<file path="src/rtl/mem_slot_arbiter.sv">
// Four-slot time-division arbiter for the shared SDRAM port.
// Slot 0 video, slot 1 IO (download / floppy), slot 2 CPU, slot 3 CPU in turbo mode.
module mem_slot_arbiter #(
  parameter int PHASE_LEN = 4,
  parameter int AW        = 25
) (
  input  logic          clk32,
  input  logic          reset,
  input  logic          turbo,
  input  logic          vid_req,
  input  logic [AW-1:0] vid_addr,
  input  logic          cpu_req,
  input  logic          cpu_we,
  input  logic [1:0]    cpu_ds,
  input  logic [AW-1:0] cpu_addr,
  input  logic [15:0]   cpu_din,
  input  logic          dio_req,
  input  logic [AW-1:0] dio_addr,
  input  logic [15:0]   dio_din,
  input  logic [1:0]    dsk_req,
  input  logic [AW-1:0] dsk_addr0,
  input  logic [AW-1:0] dsk_addr1,
  input  logic [15:0]   sdram_dout,
  output logic [AW-1:0] sdram_addr,
  output logic [15:0]   sdram_din,
  output logic [1:0]    sdram_ds,
  output logic          sdram_we,
  output logic          sdram_oe,
  output logic [1:0]    slot,
  output logic [2:0]    owner,
  output logic [5:0]    done,
  output logic [15:0]   rdata
);

  localparam int SW = $clog2(PHASE_LEN);

  typedef enum logic [2:0] {
    OWN_NONE    = 3'd0,
    OWN_VID     = 3'd1,
    OWN_CPU     = 3'd2,
    OWN_DIO     = 3'd3,
    OWN_DSK_INT = 3'd4,
    OWN_DSK_EXT = 3'd5
  } owner_t;

  logic [SW-1:0] sub;
  logic          wrap;
  logic [1:0]    next_slot;
  owner_t        owner_q;
  owner_t        sel;
  logic          last_dsk;  // 1: external floppy was served last
  logic [AW-1:0] sel_addr;
  logic [15:0]   sel_din;
  logic [1:0]    sel_ds;
  logic          sel_we;
  logic          sel_oe;
  logic [5:0]    done_set;

  assign wrap      = (sub == SW'(PHASE_LEN - 1));
  assign next_slot = slot + 2'd1;
  assign owner     = owner_q;
  assign done_set  = (owner_q == OWN_NONE) ? 6'd0 : (6'd1 << (3'(owner_q) - 3'd1));

  // Owner for the slot that starts at the next wrap edge.
  always_comb begin
    // NOTE: every always_comb output gets a default first so no latch is inferred.
    sel = OWN_NONE;
    unique case (next_slot)
      2'd0: if (vid_req) sel = OWN_VID;
      2'd1: begin
        if (dio_req)              sel = OWN_DIO;
        else if (dsk_req == 2'b11) sel = last_dsk ? OWN_DSK_INT : OWN_DSK_EXT;
        else if (dsk_req[0])      sel = OWN_DSK_INT;
        else if (dsk_req[1])      sel = OWN_DSK_EXT;
      end
      2'd2: if (cpu_req) sel = OWN_CPU;
      default: if (turbo && cpu_req) sel = OWN_CPU;
    endcase
  end

  // An idle slot keeps address and data so the bus does not toggle needlessly.
  always_comb begin
    sel_addr = sdram_addr;
    sel_din  = sdram_din;
    sel_ds   = 2'b00;
    sel_we   = 1'b0;
    sel_oe   = 1'b0;
    case (sel)
      OWN_VID: begin
        sel_addr = vid_addr;
        sel_oe   = 1'b1;
        sel_ds   = 2'b11;
      end
      OWN_CPU: begin
        sel_addr = cpu_addr;
        sel_din  = cpu_din;
        sel_we   = cpu_we;
        sel_oe   = ~cpu_we;
        sel_ds   = cpu_ds;
      end
      OWN_DIO: begin
        sel_addr = dio_addr;
        sel_din  = dio_din;
        sel_we   = 1'b1;
        sel_ds   = 2'b11;
      end
      OWN_DSK_INT: begin
        sel_addr = dsk_addr0;
        sel_oe   = 1'b1;
        sel_ds   = 2'b11;
      end
      OWN_DSK_EXT: begin
        sel_addr = dsk_addr1;
        sel_oe   = 1'b1;
        sel_ds   = 2'b11;
      end
      default: ;
    endcase
  end

  always_ff @(posedge clk32 or posedge reset) begin
    if (reset) begin
      sub        <= '0;
      slot       <= 2'd0;
      owner_q    <= OWN_NONE;
      last_dsk   <= 1'b1;
      done       <= 6'd0;
      rdata      <= 16'd0;
      sdram_addr <= '0;
      sdram_din  <= 16'd0;
      sdram_ds   <= 2'b00;
      sdram_we   <= 1'b0;
      sdram_oe   <= 1'b0;
    end else begin
      // NOTE: non-blocking assignments so every register sees pre-edge values.
      sub  <= wrap ? '0 : sub + SW'(1);
      done <= 6'd0;
      if (wrap) begin
        // Completion of the ending slot and grant of the next one share this edge.
        slot <= next_slot;
        done <= done_set;
        if (sdram_oe) rdata <= sdram_dout;
        owner_q    <= sel;
        sdram_addr <= sel_addr;
        sdram_din  <= sel_din;
        sdram_ds   <= sel_ds;
        sdram_we   <= sel_we;
        sdram_oe   <= sel_oe;
        if (sel == OWN_DSK_INT || sel == OWN_DSK_EXT)
          last_dsk <= (sel == OWN_DSK_EXT);
      end
    end
  end

endmodule

</file>
<file path="config.mk">
export PLATFORM = sky130hd
export DESIGN_NAME = mem_slot_arbiter
export DESIGN_NICKNAME = d
export VERILOG_FILES = /design/src/rtl/mem_slot_arbiter.sv
export SDC_FILE = /design/constraint.sdc
export NUM_CORES = 1
export LEC_CHECK = 0
export ABC_CLOCK_PERIOD_IN_PS = 2500
export CAP_MARGIN = 20
export CORE_MARGIN = 10
export CORE_UTILIZATION = 34
export CTS_CLUSTER_SIZE = 10
export DETAILED_ROUTE_END_ITERATION = 10
export HOLD_SLACK_MARGIN = 0.15
export MAX_ROUTING_LAYER = met4
export PLACE_DENSITY = 0.84
export SETUP_SLACK_MARGIN = 0.1
export SLEW_MARGIN = 5
export SYNTH_ARGS = -nofsm -noshare
export SYNTH_HDL_FRONTEND = slang
export SYNTH_SLANG_ARGS = --single-unit
</file>
<file path="constraint.sdc">
create_clock -name clk32 -period 2.5 [get_ports clk32]
set_input_delay 0.625 -clock clk32 [delete_from_list [all_inputs] [get_ports clk32]]
set_output_delay 0.625 -clock clk32 [all_outputs]
set_load 0.1 [all_outputs]
</file>
# Word-level counts from Yosys, hierarchy flattened
# Cells that the tools add are included.
# Widths: inputs -> output; s select.
[word_totals]
word_cells = 54
output_inout_bits = 72
in_bits = 184
regBits = 75
[classes]
n_reduce_logical = 12
muxes = 17
n_shift = 1
addsub = 3
bitwise = 1
n_eq_ne = 9
[ops]
columns = ["operator", "count"]
rows = [
  ["$pmux 25 s5", 1],
  ["$pmux 16 s2", 1],
  ["$mux 3", 4],
  ["$mux 6", 2],
  ["$pmux 3 s3", 1],
  ["$reduce_and 2->1", 4],
  ["$eq 2x2->1 const B", 3],
  ["$eq 3x2->1 const B", 2],
  ["$eq 3x3->1 const B", 2],
  ["$mux 2", 3],
  ["$shl 1x3->6 const A", 1],
  ["$reduce_bool 5->1", 1],
  ["$add 2x1->2 const B", 2],
  ["$pmux 1 s2", 2],
  ["$pmux 2 s2", 1],
  ["$reduce_or 4->1", 1],
  ["$eq 3x1->1 const B", 1],
  ["$logic_not 3->1", 1],
  ["$reduce_or 3->1", 1],
  ["$sub 3x1->3 const B", 1],
  ["$eq 2x1->1 const B", 1],
  ["$logic_not 2->1", 1],
  ["$mux 1", 2],
  ["$reduce_bool 2->1", 1],
  ["other kinds (3)", 3],
]

# Longest topological paths before layout
# Gate-level depths: netlist of the first run.
[depth]
depth_word = 8
depth_mapped = 10
mapped_depth_nobuf = 8

# Least setup slack after synthesis of the first run
# Ideal clock, no wire load.
[synth_timing]
path_type = "register to register"
startpoint = "register slot[0]"
endpoint = "register sdram_addr[24]"
t_required_ps = 2377
synth_period_minus_slack_ps = 2929
path_slack_ps = -429
stages_incl_launch_ff = 9
path_buffers = 1
arrival_time_ps = 2806
setup_time_ps = 123
path_cell_list = "dfrtp_1 -> inv_1 -> ha_1 -> a22o_4 -> a21oi_4 -> xnor2_4 -> clkbuf_1 -> o221ai_1 -> a32o_1"
[synth_between]
elab_chain_cells = 6
elab_cells_between_ends = 13
classes_between = "add/sub: 1; eq/ne: 7; mux: 2; reduce/logical: 3"
[synth_rtl]
columns = ["element", "line", "text"]
rows = [
  ["from (decl)", "29", "output logic [1:0] slot,"],
  ["from (signal assigned)", "140", "slot <= next_slot;"],
  ["$add 2x1->2 (*)", "60", "assign next_slot = slot + 2'd1;"],
  ["net next_slot[0]", "48", "logic [1:0] next_slot;"],
  ["$eq 2x2->1, or another cell as far along", "68", "unique case (next_slot)"],
  ["$pmux 3 s3 (*)", "68", ""],
  ["$eq 3x3->1, or another cell as far along", "88", "case (sel)"],
  ["$reduce_bool 5->1 (no source line)", "-", ""],
  ["$reduce_and 2->1 (no source line)", "-", ""],
  ["to (signal assigned)", "144", "sdram_addr <= sel_addr;"],
  ["to (decl)", "24", "output logic [AW-1:0] sdram_addr,"],
]
# Mark *: on every way through the listed nets, which the timed path passes. The rest lies on a longest branch.
# A chain may end at the register's enable or synchronous reset.

# Final worst setup path of the first run
# Ends and elaborated chain as after synthesis.

==> impl_metrics.ini, run 1 <==
[run_status]
status = complete, no violations

[critical_path]
cp.arrival_ns = 2.55
critPathRequiredTime_ns = 2.71
path_class = reg -> reg
critPathMaxStageDelay_ns = 0.46
critPathTopFamily = compound AO/OA/AOI/OAI gates
crit_path_max_fanout = 17
crit_path_top_delay_cell = dfrtp_4
crit_cells = 9
cp_cell_sequence = inv_2 > ha_4 > a22o_1 > a31oi_2 > buf_12 > nor3b_1 > a21oi_1 > o221ai_1 > a32o_1
worst_setup_path_start_kind = flop
end_kind = flop
critPathBufInv = 2
r2r_cells = 9

[routing]
drc = 0
wire_per_inst_um = 20.4
firstDrtPassIters = 4
wirelength_um = 16800
drt_iter0_drc = 264
vias_per_cell = 5.36
antenna_left = 0
vias = 4427

[yosys]
synthesis.area_um2 = 4090
synth_compound_area_frac = 0.267
synth_top_cell_area_share = 0.453
synthCells = 409
ys_seq_area_frac = 0.460
ys_seq_elements = 75
synth.area.top_cells = dfrtp_1, mux2_2, nand2_1, o21ai_0, a32o_1
synth_top_family_by_area = compound AO/OA/AOI/OAI gates
yosysTopAreaCell = dfrtp_1
syn_area_per_cell_um2 = 9.99
ys_types = 51
synth_edf_count = 0
synth-simple-area-share = 0.117
synth_xor_area_frac = 0.00888
synthArstFlopShare = 1.00
syn_nets = 599
synth_ff_type = dfrtp_1
synthMuxAreaShare = 0.0815
yosysWarnings = 0
synth_fa_ha_area_frac = 0.0184

[worst_hold_path]
whs_path_depth = 1
min_path_type = reg -> reg

[layout]
layout.nets = 867
drive_gt1_frac = 0.235
final_common_cell = clkdlybuf4s50_1
layout_common_cells = clkdlybuf4s50_1, buf_4, dfrtp_1
syn2layout_area_growth_pct = 77.2
instances_no_fill = 826

[placement]
gp_congestion = 0.900
place_hpwl_um = 13800
portBuffers = 255
dp_cells = 809

[global_routing]
grt_max_degree = 36
antenna_found_initial = 0
globalRouteOverflowTotal = 0
track_usage = 0.195
grt_pass1_wl_um = 24800
grt_pass1_vias = 4835

[timing]
clock_skew_ns = 0.00608
clock.fmax_mhz = 427
rsz0062_at_grt = true
whs_ns = 0.419
relSlewSlack = 0.567
fin_crit_ns = 2.34
hold_viol_final = 0
worst_pin_slew_ns = 0.648
setup_violations = 0
finalCritPeriodShare = 0.938
maxSlewViolCount = 0
setup_tns_ns = 0

[pwr]
cellPowerDensity_nw_per_um2 = 639
p_leak_nw = 3.13
vdd_ir_drop_max_mv = 0.389

[floorplanning]
die_area_um2 = 16800
die_w_um = 130
dieHeight_um = 130
core_area_um2 = 11600
io_pins = 256
rows = 39
start_util = 0.352

[cts]
htree_levels = 3
cts_setup_buffers = 0
ctsHoldBuffers = 0
cts_tree = built
cts-root-buf = clkbuf_16
cts_made_buffers = 9
clk_pin_slew_ns = 0.06
clockBufferDepth = 2
clk-insertion-delay-late_ns = 0.33
cts_sinks = 75

[flow_run]
cap_violations = 0
path summary, 6_finish.rpt:
path	startpoint	end	slack, ns
max	slot[0]	sdram_addr[24]	0.16
max in group asynchronous	reset	last_dsk	1.17
min in group asynchronous	reset	done[4]	0.75
max reg2reg	slot[0]	sdram_addr[24]	0.16
min reg2reg	sub[0]	sub[0]	0.42
min	sub[0]	sub[0]	0.42
area by class of cell:
class | instances | area [um^2]
Fill cell | 937 | 4380
Timing Repair Buffer | 291 | 2770
Multi-Input combinational cell | 293 | 2040
Sequential cell | 75 | 1890
Clock buffer | 13 | 260
Tap cell | 143 | 179
Clock inverter | 3 | 68.8
Inverter | 7 | 30.0
Antenna cell | 1 | 2.50
metal layers:
metal	global-route usage	share of wire	vias to the layer above
met5	-	0	-
li1	-	-	2091
met1	0.206	0.39	2083
met4	0.0714	0.026	0
met3	0.0726	0.093	33
met2	0.327	0.49	220
sequential cells by signal (all words and copies together), names as in the netlist:
| name | cells |
|---|---|
| slot | 2 |
| done | 6 |
| sdram_oe | 1 |
| last_dsk | 1 |
| sub | 2 |
| rdata | 16 |
| sdram_ds | 2 |
| owner | 3 |
| sdram_we | 1 |
| sdram_din | 16 |
| sdram_addr | 25 |
timing repair:
action / CTS / global route
endpoints found under the hold margin: 0 / 0
endpoints found under the setup margin: 6 / 17
gates resized for setup: 1 / 10
Yosys cell counts (all sizes together) (2+ instances only):
cell     n
buf     15
o22ai   18
o211ai  13
o311ai  12
clkbuf  19
nand3   10
mux2i   13
mux2    18
nor3     3
o21ai   40
a21oi   21
and3     2
a22o     5
a32o    13
a31oi    7
nor2    15
ha       6
dfrtp   74
a221oi   9
inv      7
and2     2
or3     12
nor3b    3
a21o    13
nand2   46
kinds of logic (layout without fill, tap and decap cells):
| kind of cell | count (synthesis) | after routing |
|---|---|---|
| AO/OA/AOI/OAI | 156 | 156 |
| AND/OR/NAND/NOR | 98 | 98 |
| flip-flops | 75 | 75 |
| buffers and inverters | 41 | 314 |
| multiplexers | 31 | 31 |
| adder cells (fa/ha/maj) | 6 | 6 |
| XOR/XNOR | 2 | 2 |
| other | 0 | 1 |
where the power goes:
group	switching (mW)	internal [mW]
Combinational	1.19	0.615
Clock	0.489	0.933
Sequential	0.0671	1.33
Total	1.75	2.88
per-stage QoR:
stage | setup WS [ns] | util | instance area, um^2 | power (mW)
floorplan | 0.107 | - | 4110 | 2.56
global route | 0.0657 | 0.623 | 7230 | 4.81
global placement | -0.145 | 0.593 | 6890 | 3.20
CTS | 0.146 | 0.622 | 7220 | 4.67
finish | 0.156 | 0.623 | 7240 | 4.62
detailed placement | -0.270 | 0.593 | 6890 | 3.23
Power figures use the tool's default switching activity.
==> run 2: changes to the inputs <==
--- a/config.mk
+++ b/config.mk
@@ -5,15 +5,15 @@
 export SDC_FILE = /design/constraint.sdc
 export NUM_CORES = 1
 export LEC_CHECK = 0
-export ABC_CLOCK_PERIOD_IN_PS = 2500
+export ABC_CLOCK_PERIOD_IN_PS = 2300
 export CAP_MARGIN = 20
 export CORE_MARGIN = 10
-export CORE_UTILIZATION = 34
+export CORE_UTILIZATION = 37
 export CTS_CLUSTER_SIZE = 10
 export DETAILED_ROUTE_END_ITERATION = 10
 export HOLD_SLACK_MARGIN = 0.15
 export MAX_ROUTING_LAYER = met4
-export PLACE_DENSITY = 0.84
+export PLACE_DENSITY = 0.87
 export SETUP_SLACK_MARGIN = 0.1
 export SLEW_MARGIN = 5
 export SYNTH_ARGS = -nofsm -noshare
==> constraint.sdc (replaced) <==
create_clock -name clk32 -period 2.3 [get_ports clk32]
set_input_delay 0.575 -clock clk32 [delete_from_list [all_inputs] [get_ports clk32]]
set_output_delay 0.575 -clock clk32 [all_outputs]
set_load 0.1 [all_outputs]
==> impl_metrics.ini, run 2 (synthesis gave the netlist of run 1 again) <==
[run_status]
status = complete, no violations

[layout]
multiInputGateArea_um2 = 2270
drive_gt1_frac = 0.308
final_common_cell = clkdlybuf4s50_1
layout_common_cells = clkdlybuf4s50_1, buf_4, dfrtp_1
instances_no_fill = 850
register_area_um2 = 1890
filler_cell_count = 784
fin_util = 0.705
syn2layout_area_growth_pct = 87.1
regMostFlops = sdram_addr
reg_top3 = sdram_addr x25, rdata x16, sdram_din x16
antenna_cells = 0
layout.nets = 895
largest_reg_flops = 25
design_area_um2 = 7640

[cts]
cts_tree = built
clockBufferDepth = 2
cts_sinks = 75
clk_pin_slew_ns = 0.07
htree_levels = 3
clk-insertion-delay-late_ns = 0.36
cts_made_buffers = 9
ctsHoldBuffers = 0
cts-root-buf = clkbuf_8

[critical_path]
critPathRequiredTime_ns = 2.54
critPathBufInv = 4
crit_path_top_delay_cell = clkdlybuf4s50_1
r2r_slack_ns = 0.05
critPathTopFamily = buffers and inverters
crit_path_max_fanout = 13
critPathMaxStageDelay_ns = 0.49
cp_cell_sequence = clkdlybuf4s50_1 > a22o_4 > a31o_4 > buf_12 > buf_4 > nand2_1 > a31oi_2 > buf_4 > a22o_1
path_common_cell = buf_4
cp.arrival_ns = 2.53
path_class = in -> reg
worst_setup_path_start_kind = primary input
end_kind = flop

[timing]
maxSlewViolCount = 0
setup_violations = 0
worst_pin_slew_ns = 0.640
relSlewSlack = 0.572
clock_skew_ns = 0.0152
hold_viol_final = 0
rsz0062_at_grt = true
fin_crit_ns = 2.29
finalCritPeriodShare = 0.996
clock.fmax_mhz = 436

[floorplanning]
die_area_um2 = 15600
start_util = 0.377
die_w_um = 125
core_area_um2 = 10800
dieHeight_um = 125
io_pins = 256
rows = 38

[global_routing]
grt_pass1_wl_um = 27900
antenna_found_initial = 0
track_usage = 0.229
grt_pass1_vias = 4826
grt_max_degree = 76
globalRouteOverflowTotal = 0

[flow_run]
cap_violations = 0

[placement]
portBuffers = 255
place_hpwl_um = 14200
place_area_um2 = 6980
dp_cells = 816
gp_congestion = 0.877

[routing]
wirelength_um = 19000
vias = 4751
vias_per_cell = 5.59
drt_iter0_drc = 418
antenna_left = 0
firstDrtPassIters = 5
drc = 0
wire_per_inst_um = 22.3

[pwr]
cellPowerDensity_nw_per_um2 = 609
vdd_ir_drop_max_mv = 0.508
p_leak_nw = 3.30
power_mw = 4.66

[worst_hold_path]
min_path_type = reg -> reg
run 2: final cells by class:
cell class,instances,area share
multi-input cells,294,0.297
repair buffers,318,0.402
well taps,140,0.0229
clock inverters,6,0.00966
clock buffers,10,0.0167
inverters,7,0.00507
flip-flops and latches,75,0.247
run 2: worst reg2reg max path, cell delays in order, from the launching register on:
cell and delay [ns]:
dfrtp_4 0.47, inv_4 0.06, ha_4 0.19, a22o_4 0.27
a31o_4 0.27, buf_12 0.17, buf_4 0.16, nand2_1 0.08
a31oi_2 0.13, buf_4 0.16, a22o_1 0.17
run 2: stage by stage:
step | hold slack [ns] | setup slack, ns | setup TNS [ns]
global route | 0.466 | -0.0195 | -0.0201
detailed placement | 0.425 | -0.377 | -12.61
floorplan | 0.403 | -0.0338 | -0.0338
global placement | 0.416 | -0.384 | -11.45
finish | 0.431 | 0.00805 | 0
CTS | 0.435 | 0.0789 | 0
run 2: report_power, final:
part	switching [mW]	internal, mW
registers	0.0778	1.44
logic	1.36	0.723
clock network	0.544	0.514
total	1.98	2.68
run 2: routing by layer:
layer  vias to the layer above  track usage  wire length, um
li1                       2147            -                -
met1                      2286        0.276             7760
met2                       286        0.366             9300
met3                        32       0.0596             1480
met4                         0       0.0732              437
met5                         -            -                0
run 2: timing repair:
| item | in CTS | in global routing |
|---|---|---|
| endpoints found under the setup margin | 42 | 43 |
| hold endpoints to repair | 0 | 0 |
| buffers inserted | 1 | 13 |
| cloned | 0 | 4 |
| pin swaps | 2 | 10 |
| resized for setup | 22 | 40 |
run 2: path summary, 6_finish.rpt:
path | start | endpoint | cells past startpoint
hold reg to reg | sub[0] | sub[0] | 1
hold / removal | sub[0] | sub[0] | 1
setup reg to reg | slot[1] | sdram_addr[17] | 10
min in group asynchronous | reset | sdram_addr[21] | 3
setup / recovery | dio_req | sdram_addr[17] | 9
max in group asynchronous | reset | last_dsk | 3
